$ cat src/rtl/fb_pkg.sv
// fb_pkg: shared widths, requester identity and read-tag types for the
// framebuffer port arbiter and its tag pipeline.
package fb_pkg;

  localparam int FB_ADDR_WIDTH = 12;
  localparam int FB_DATA_WIDTH = 8;

  typedef logic reqId_t;

  typedef struct packed {
    logic   valid;
    reqId_t requester;
  } tag_t;

  typedef enum logic [1:0] {
    LOCK_IDLE = 2'd0,
    LOCK_0    = 2'd1,
    LOCK_1    = 2'd2
  } lockState_t;

  function automatic tag_t makeTag(input logic isRead, input reqId_t who);
    tag_t t;
    t.valid     = isRead;
    t.requester = who;
    return t;
  endfunction

endpackage

$ cat src/rtl/fb_tag_pipe.sv
// fb_tag_pipe: DEPTH-stage shift register carrying {valid, requester} for
// every accepted beat so the read data leaving the RAM can be routed back to
// the requester that issued it. DEPTH matches the RAM read latency (1..4).
module fb_tag_pipe
  import fb_pkg::*;
#(
  parameter int DEPTH = 1
) (
  input  logic clk_in,
  input  logic reset,
  input  tag_t push_i,
  output tag_t tail_o
);

  tag_t stage_q [DEPTH];

  // Shift one tag in every cycle; reset throws away all in-flight reads
  always_ff @(posedge clk_in) begin
    if (reset) begin
      for (int i = 0; i < DEPTH; i++) begin
        stage_q[i] <= '0;
      end
    end else begin
      stage_q[0] <= push_i;
      for (int i = 1; i < DEPTH; i++) begin
        stage_q[i] <= stage_q[i-1];
      end
    end
  end

  assign tail_o = stage_q[DEPTH-1];

endmodule

$ cat src/rtl/framebuffer_port_arbiter.sv
// framebuffer_port_arbiter: shares framebuffer port A between the UART
// control module (requester 0) and an on-chip engine (requester 1).
// Round-robin arbitration with same-cycle grant, combinational RAM drive from
// the winner, and tagged routing of read data back to the issuer.
// Optional macro FBARB_LOCK_EN adds a lock FSM so one requester can keep the
// port for atomic multi-beat pixel updates.
module framebuffer_port_arbiter
  import fb_pkg::*;
#(
  parameter int ADDR_WIDTH   = FB_ADDR_WIDTH,
  parameter int DATA_WIDTH   = FB_DATA_WIDTH,
  parameter int READ_LATENCY = 1
) (
  input  logic                  clk_in,
  input  logic                  reset,
  input  logic                  req0_valid,
  input  logic                  req0_write,
  input  logic                  req0_lock,
  input  logic [ADDR_WIDTH-1:0] req0_address,
  input  logic [DATA_WIDTH-1:0] req0_data,
  output logic                  req0_ready,
  output logic                  rsp0_valid,
  output logic [DATA_WIDTH-1:0] rsp0_data,
  input  logic                  req1_valid,
  input  logic                  req1_write,
  input  logic                  req1_lock,
  input  logic [ADDR_WIDTH-1:0] req1_address,
  input  logic [DATA_WIDTH-1:0] req1_data,
  output logic                  req1_ready,
  output logic                  rsp1_valid,
  output logic [DATA_WIDTH-1:0] rsp1_data,
  output logic [ADDR_WIDTH-1:0] ram_address,
  output logic [DATA_WIDTH-1:0] ram_data_out,
  output logic                  ram_write_enable,
  output logic                  ram_clk_enable,
  output logic                  ram_reset,
  input  logic [DATA_WIDTH-1:0] ram_data_in
);

  logic                  lastGrant_q, lastGrant_d;
  logic [ADDR_WIDTH-1:0] addrHold_q, addrHold_d;
  logic [DATA_WIDTH-1:0] dataHold_q, dataHold_d;
  logic                  elig0, elig1;
  logic                  grant0, grant1;
  logic                  accept;
  reqId_t                winner;
  logic [ADDR_WIDTH-1:0] winAddr;
  logic [DATA_WIDTH-1:0] winData;
  logic                  winWrite;
  tag_t                  pushTag, tailTag;

`ifdef FBARB_LOCK_EN
  lockState_t lock_q, lock_d;
  logic       winLock;

  assign winLock = winner ? req1_lock : req0_lock;

  // Lock state register
  always_ff @(posedge clk_in) begin
    if (reset) begin
      lock_q <= LOCK_IDLE;
    end else begin
      lock_q <= lock_d;
    end
  end

  // Each accepted beat either claims the port for its requester or releases it
  always_comb begin
    lock_d = lock_q;
    if (accept) begin
      if (winLock) begin
        lock_d = winner ? LOCK_1 : LOCK_0;
      end else begin
        lock_d = LOCK_IDLE;
      end
    end
  end

  assign elig0 = req0_valid && !reset && (lock_q != LOCK_1);
  assign elig1 = req1_valid && !reset && (lock_q != LOCK_0);
`else
  logic unusedLock;

  assign unusedLock = req0_lock | req1_lock;
  assign elig0      = req0_valid && !reset;
  assign elig1      = req1_valid && !reset;
`endif

  // Round-robin pick: a lone requester wins at once, a tie goes to whoever did not win last
  always_comb begin
    grant0 = 1'b0;
    grant1 = 1'b0;
    if (elig0 && elig1) begin
      grant0 = lastGrant_q;
      grant1 = !lastGrant_q;
    end else begin
      grant0 = elig0;
      grant1 = elig1;
    end
  end

  assign accept = grant0 | grant1;
  assign winner = grant1;

  // Select the winning requester's beat for the RAM bus
  always_comb begin
    winAddr  = req0_address;
    winData  = req0_data;
    winWrite = req0_write;
    if (winner == 1'b1) begin
      winAddr  = req1_address;
      winData  = req1_data;
      winWrite = req1_write;
    end
  end

  // Round-robin pointer and RAM bus holding registers
  always_ff @(posedge clk_in) begin
    if (reset) begin
      lastGrant_q <= 1'b1;
      addrHold_q  <= '0;
      dataHold_q  <= '0;
    end else begin
      lastGrant_q <= lastGrant_d;
      addrHold_q  <= addrHold_d;
      dataHold_q  <= dataHold_d;
    end
  end

  // Only an accepted beat moves the pointer or changes what the bus holds
  always_comb begin
    lastGrant_d = lastGrant_q;
    addrHold_d  = addrHold_q;
    dataHold_d  = dataHold_q;
    if (accept) begin
      lastGrant_d = winner;
      addrHold_d  = winAddr;
      dataHold_d  = winData;
    end
  end

  assign req0_ready       = grant0;
  assign req1_ready       = grant1;
  assign ram_clk_enable   = accept;
  assign ram_write_enable = accept && winWrite;
  assign ram_address      = accept ? winAddr : addrHold_q;
  assign ram_data_out     = accept ? winData : dataHold_q;
  assign ram_reset        = reset;

  assign pushTag = makeTag(accept && !winWrite, winner);

  fb_tag_pipe #(
    .DEPTH(READ_LATENCY)
  ) u_tagPipe (
    .clk_in (clk_in),
    .reset  (reset),
    .push_i (pushTag),
    .tail_o (tailTag)
  );

  assign rsp0_valid = !reset && tailTag.valid && (tailTag.requester == 1'b0);
  assign rsp1_valid = !reset && tailTag.valid && (tailTag.requester == 1'b1);
  assign rsp0_data  = ram_data_in;
  assign rsp1_data  = ram_data_in;

endmodule

$ cat config.mk
export PLATFORM = sky130hd
export DESIGN_NAME = framebuffer_port_arbiter
export DESIGN_NICKNAME = d
export VERILOG_FILES = /design/src/rtl/fb_pkg.sv /design/src/rtl/fb_tag_pipe.sv /design/src/rtl/framebuffer_port_arbiter.sv
export SDC_FILE = /design/constraint.sdc
export NUM_CORES = 1
export LEC_CHECK = 0
export CORE_UTILIZATION = 32
export CTS_CLUSTER_DIAMETER = 40
export DETAILED_ROUTE_END_ITERATION = 6
export HOLD_SLACK_MARGIN = 0.08
export PLACE_DENSITY = 0.89
export REMOVE_ABC_BUFFERS = 1
export SLEW_MARGIN = 20
export SYNTH_ARGS = -nofsm -noshare
export SYNTH_HDL_FRONTEND = slang
export SYNTH_SLANG_ARGS = --single-unit
$ cat constraint.sdc
create_clock -name clk_in -period 1.3 [get_ports clk_in]
set_input_delay 0.26 -clock clk_in [delete_from_list [all_inputs] [get_ports clk_in]]
set_output_delay 0.26 -clock clk_in [all_outputs]
set_load 0.02 [all_outputs]
==> metrics.md, run 1 <==
| Metric | Value |
|---|---|
| Status | `finished, violations left` |
| Failing checks | `setup timing` |
| Synth area leader | `dfxtp_1` |
| CP cell instances | `a21bo_4 > buf_12 > a221oi_4 > nor2_2 > buf_6` |
| Total die area | `~4700 um^2` |
| Arr. time, crit path | `around 1.6 ns` |
| Final Cycle Share | `1.42` |
| Largest family of logic cells by synthesized area | `simple AND/OR/NAND/NOR gates` |
| Clock slew at reported path FFs | `~0.08 ns` |
| Die W | `roughly 69 um` |
| Fmax | `around 0.54 GHz` |
| FFs w/ async S/R, synth | `0` |
| Slew Limit Fails | `0` |
| Total Routing Usage GR | `0.226` |
| Clock insertion delay at the later pin of the skew report | `about 0.26 ns` |
| DP Area | `about 2300 um^2` |
| Peak per-stage delay on the critical path | `0.34 ns` |
| Gr ovfl total | `0` |
| Post-synth top flop | `dfxtp_1` |
| Slew headroom | `0.787` |
| DRC errors left | `0` |
| CTS tree | `done` |
| Vias/cell | `5.26` |
| Die H | `about 69 um` |
| Inserted Diodes | `0` |
| Required @ worst endpoint | `about 1.0 ns` |
| Fillers | `320` |
| Final Critical Period | `between 1.5 and 2 ns` |
| Cell count after synthesis | `approximately 170` |
| Detailed placement HPWL | `around 3200 um` |
| Pre-CTS setup slack | `-1.20 ns` |
| Nets | `314` |
| FP Rows | `23` |
| Max Cap Viol | `0` |
| EDFF count, synth | `0` |
| CP delay by family, top | `compound AO/OA/AOI/OAI gates` |
| Peak supply drop | `just over 0.4 mV` |
| Drt pass-1 iters | `4` |
| Syn_area_per_cell | `8.48 um^2` |
| Bufs and invs on worst path | `2` |
| Layout area overhead | `96.5%` |
| Area fraction in compound gates after synthesis | `0.228` |
| DR iter-0 viols | `60` |
| Root Buffer | `clkbuf_8` |
| Post-Syn Area | `around 1400 um^2` |
| Crit path kind | `flip-flop to output pin` |
| # hold bufs at CTS | `0` |
| Slew @ Worst Pin | `around 0.32 ns` |
| Clock buffer depth | `2` |
| Post-synthesis cell type count | `24` |
| Placeable core area | `approximately 4100 um^2` |
| Starting Density | `0.346` |
| Multiplexer share of the synthesized area | `0` |
| Top cell type's share of synthesized area | `0.321` |
| H-tree depth | `1` |
| Slowest CP cell | `dfxtp_2` |
| Design area | `~2800 um^2` |
| Final Setup Violations | `30` |
| Drt wl/cell | `18.2 um` |
| Synth Area in XOR/XNOR | `0` |
| Share of cells above drive strength 1 | `0.482` |
| Top-count cell post-synth | `nor2_1` |
| Yosys warnings | `0` |
| DP Cell Count | `between 200 and 300` |
| Adder-cell share of the synthesized area | `0` |
| Setup Skew | `~0.0018 ns` |
| Flops & latches, synth | `23` |
| PD cells | `824 nW/um^2` |
| Final WL | `~5600 um` |
| Initial antenna violation count | `0` |
| CP endpoint kind | `output pin` |
| RSZ-0062 raised after global routing | `yes` |
| Final Hold Fails | `0` |
| Pin count of the biggest net entering global routing | `14` |
| Post-synthesis simple-gate area fraction | `0.307` |
| Non-filler cells in the finished layout | `around 310` |
| Routability Congestion | `a little under 0.7` |
| Crit Path Max Fanout | `11` |
| Hold Crit Class | `input port to flip-flop` |
| Fin Hold WS | `0.465 ns` |
| Part of the Yosys area used for sequential elements | `0.321` |
| IO Count | `between 90 and 100` |
| Startpoint Class | `flip-flop` |
| Vias in the first global route | `about 1.7k` |
| Via Count | `roughly 1.6k` |
| Final Total Pwr | `2.32 mW` |
| First-pass GRT wire length | `about 7800 um` |
| Synth area leaders | `dfxtp_1 32%, a221oi_2 19%, nor2_1 11%` |
| Leak | `1.13 nW` |
| Final WS setup | `-0.546 ns` |
| Top post-synthesis cells by count | `42 x nor2_1, 23 x dfxtp_1, 20 x nor3_1` |
| Clock Sinks | `23` |
| Total CTS buffers | `3` |
| Buffers on Ports | `72` |
| Final ANT Viol Nets | `0` |
[worst reg2reg max path: cells and delay by family, from the launching register on]
| family | cells | cell delay (ns) |
|---|---|---|
| DFF | 1 | 0.34 |
| AOI/OAI and AO/OA | 2 | 0.59 |
| buffers and inverters | 3 | 0.42 |
| and+or+nand+nor | 1 | 0.03 |
[power by group]
part | switching (mW) | internal [mW] | leakage (nW)
combinational | 0.528 | 0.555 | 0.918
sequential | 0.0217 | 0.760 | 0.190
clock | 0.236 | 0.219 | 0.0228
[per-layer routing]
metal	vias to the layer above	share of wire	GRT usage
met2	91	0.50	0.394
met4	0	0.018	0.0893
met3	12	0.089	0.0872
met1	755	0.39	0.242
li1	756	-	-
met5	-	0	0
[cell type report]
| class | instances | area [um^2] | area share |
|---|---|---|---|
| inverters | 1 | 6.26 | 0.00222 |
| multi-input cells | 115 | 1110 | 0.395 |
| clock buffers | 4 | 45.0 | 0.0160 |
| repair buffers | 114 | 1130 | 0.401 |
| flip-flops and latches | 23 | 462 | 0.164 |
| well taps | 50 | 62.6 | 0.0222 |
[worst paths after layout]
path	start	endpoint	slack, ns	cells past startpoint
max	lastGrant_q	ram_data_out[6]	-0.55	5
min	reset	addrHold_q[2]	0.46	4
max reg2reg	lastGrant_q	dataHold_q[6]	-0.16	6
min reg2reg	addrHold_q[5]	addrHold_q[5]	0.53	2
[stage by stage]
stage	utilization	setup TNS, ns
5_1_grt	0.679	-12.88
4_1_cts	0.636	-11.12
6_report	0.679	-11.28
3_3_place_gp	0.545	-39.69
3_5_place_dp	0.545	-39.90
2_1_floorplan	-	-69.61
[logic make-up after synthesis]
logic type | after synthesis
simple gates | 90
compound gates | 25
buf+inv | 31
flops | 23
[sequential cells by signal, indices dropped and copies added, names as in the netlist]
name / cells
dataHold_q: 8
u_tagPipe.stage_q: 2
lastGrant_q: 1
addrHold_q: 12
[placed cells by master (no fill, tap or decap), types with 3 or more instances in the layout]
master	n
a221oi_4	20
nor2_2	13
nor2_1	29
buf_2	12
dfxtp_1	22
nor3_1	15
buf_6	10
buf_8	5
buf_12	5
clkbuf_8	3
nor3_2	5
and2_1	18
clkdlybuf4s50_1	42
buf_4	36
[what timing repair did]
item / CTS / global route
cloned: 3 / 1
setup buffers: 8 / 4
resized for setup: 184 / 35
setup endpoints to repair: 48 / 40
endpoints found under the hold margin: 0 / 0
pin swaps: 28 / 12
No activity file was read; power rests on OpenSTA's default activity.
==> inputs of run 2 (changes only) <==
Settings changed: PLACE_DENSITY 0.89 to unset, PLACE_DENSITY_LB_ADDON set to 0.05.
==> metrics.md, run 2 (synthesized netlist as in run 1, its figures left out) <==
| Metric | Value |
|---|---|
| Status | `finished, violations left` |
| Failing checks | `setup timing` |
| Switching Fraction | `0.331 (-0.00740)` |
| Leak | `1.14 nW (+0.33%)` |
| Initial antenna violation count | `0 (unchanged)` |
| Clock slew at reported path FFs | `0.08 ns (about the same)` |
| RSZ-0062 raised after global routing | `yes` |
| Fillers | `341 (+6.6%)` |
| Crit Path Max Fanout | `10 (-1)` |
| Peak supply drop | `0.442 mV (+6.8%)` |
| Total CTS buffers | `3 (unchanged)` |
| Drt pass-1 iters | `4 (unchanged)` |
| Sw Pwr | `0.744 mW (-5.3%)` |
| Vias/cell | `5.04 (-4.1%)` |
| Total Routing Usage GR | `0.203 (-0.0222)` |
| Final Util | `0.663 (-0.0160)` |
| # hold bufs at CTS | `0 (unchanged)` |
| Final ANT Viol Nets | `0 (unchanged)` |
| Placeable core area | `4140 um^2 (unchanged)` |
| Setup Skew | `0.00180 ns (+0.0000254 ns)` |
| CP endpoint kind | `output pin` |
| Root Buffer | `clkbuf_8` |
| Drt wl/cell | `15.7 um (-14%)` |
| Fmax | `0.549 GHz (+1.4%)` |
| IO Count | `99 (unchanged)` |
| Area occupied by multi-input gates | `1060 um^2 (-4.2%)` |
| Gr ovfl total | `0 (unchanged)` |
| FP Rows | `23 (unchanged)` |
| Buffers on Ports | `72 (unchanged)` |
| Peak per-stage delay on the critical path | `0.35 ns (about the same)` |
| CTS tree | `done` |
| Pin count of the biggest net entering global routing | `14 (unchanged)` |
| Starting Density | `0.346 (unchanged)` |
| Total area of sequential cells | `462 um^2 (unchanged)` |
| Slew headroom | `0.837 (+0.0502)` |
| Via Count | `1,599 (-0.93%)` |
| Slew Limit Fails | `0 (unchanged)` |
| Clock group share of total power | `0.201 (+0.005)` |
| Startpoint Class | `flip-flop` |
| Slew @ Worst Pin | `0.244 ns (-0.0732 ns)` |
| Layout area overhead | `91.9%` |
| CP cell instances | `a21bo_4 > buf_12 > a221oi_2 > nor2_1 > buf_2` |
| Nets | `324 (+3.2%)` |
| Final Setup Violations | `35 (+17%)` |
| Most frequent cells in the layout | `47 x buf_4, 42 x nor2_1, 42 x clkdlybuf4s50_1` |
| Routability Congestion | `0.660 (-4.8%)` |
| Vias in the first global route | `1,521 (-8.8%)` |
| Final Hold Fails | `0 (unchanged)` |
| Pre-CTS setup slack | `-1.16 ns (+0.0398 ns)` |
| Share of cells above drive strength 1 | `0.472 (-0.0106)` |
| Final WS setup | `-0.522 ns (+0.0248 ns)` |
| H-tree depth | `1 (unchanged)` |
| Required @ worst endpoint | `1.04 ns (about the same)` |
| Slowest CP cell | `dfxtp_2` |
| Most common cell after layout, fill and taps aside | `buf_4` |
| Hold Crit Class | `input port to flip-flop` |
| Biggest regs | `addrHold_q x12, dataHold_q x8, u_tagPipe.stage_q x2` |
| Fin Hold WS | `0.340 ns (-0.125 ns)` |
| Total die area | `4750 um^2 (unchanged)` |
| PD cells | `817 nW/um^2 (-0.84%)` |
| Largest Register | `addrHold_q` |
| Sequential power share | `0.346 (+0.009)` |
| Gate power share | `0.453 (-0.014)` |
| DR iter-0 viols | `47 (-22%)` |
| Max reg flops | `12 (unchanged)` |
| Internal power | `1.50 mW (-2.1%)` |
| Arr. time, crit path | `1.56 ns (-0.03 ns)` |
| Die H | `68.9 um (unchanged)` |
| Crit path kind | `flip-flop to output pin` |
| Detailed placement HPWL | `3360 um (+6.1%)` |
| Final WL | `4970 um (-11%)` |
| Clock insertion delay at the later pin of the skew report | `0.26 ns (about the same)` |
| Clock Sinks | `23 (unchanged)` |
| Die W | `68.9 um (unchanged)` |
| Final Cycle Share | `1.40 (-0.0191)` |
| Clock buffer depth | `2 (unchanged)` |
| DRC errors left | `0 (unchanged)` |
| Inserted Diodes | `0 (unchanged)` |
| Final Critical Period | `1.82 ns (-0.0248 ns)` |
| First-pass GRT wire length | `7080 um (-8.8%)` |
| Max Cap Viol | `0 (unchanged)` |
-- run 2: through the flow --
step / instances / instance area [um^2] / TNS [ns] / total power, mW
2_1_floorplan: 139 / 1230 / -69.61 / 1.15
3_3_place_gp: 289 / 2250 / -37.43 / 1.61
3_5_place_dp: 289 / 2250 / -37.90 / 1.62
4_1_cts: 316 / 2530 / -11.17 / 2.16
5_1_grt: 317 / 2750 / -13.86 / 2.39
6_report: 317 / 2750 / -11.47 / 2.25
-- run 2: final timing paths --
kind	startpoint	to	slack (ns)	depth (start not counted)
hold reg to reg	dataHold_q[1]	dataHold_q[1]	0.54	2
hold / removal	reset	addrHold_q[0]	0.34	3
setup reg to reg	lastGrant_q	addrHold_q[7]	-0.45	10
setup / recovery	lastGrant_q	ram_address[0]	-0.52	5
-- run 2: worst max-delay path: cells and delay by family (launching register included) --
kind | cells | cell delay (ns)
and+or+nand+nor | 1 | 0.06
buffers and inverters | 2 | 0.32
DFF | 1 | 0.35
AOI/OAI and AO/OA | 2 | 0.56
-- run 2: per-layer routing --
metal,wire [um],global-route usage,vias to the layer above
met5,0,0,-
met4,29,0.0459,0
met3,412,0.0872,4
met2,2580,0.352,72
met1,1950,0.230,751
li1,-,-,772
-- run 2: final cells by class --
class / count / area share
Clock buffer: 4 / 0.0164
Timing Repair Buffer: 124 / 0.403
Inverter: 1 / 0.00228
Tap cell: 50 / 0.0228
Sequential cell: 23 / 0.168
Multi-Input combinational cell: 115 / 0.387
-- run 2: timing repair --
item | CTS | global route
cloned | 2 | 0
hold endpoints to repair | 0 | 0
resized for setup | 158 | 41
pin swaps | 16 | 9
setup endpoints to repair | 48 | 38
setup buffers | 21 | 5
-- run 2: power groups by stage --
stage                     clock network, mW  registers (mW)  logic, mW
final                                 0.451           0.778       1.02
after global routing                  0.515           0.782       1.09
after CTS                             0.476           0.777      0.907
after detailed placement                  0           0.793      0.831
after global placement                    0           0.790      0.820
after floorplan                           0           0.788      0.360
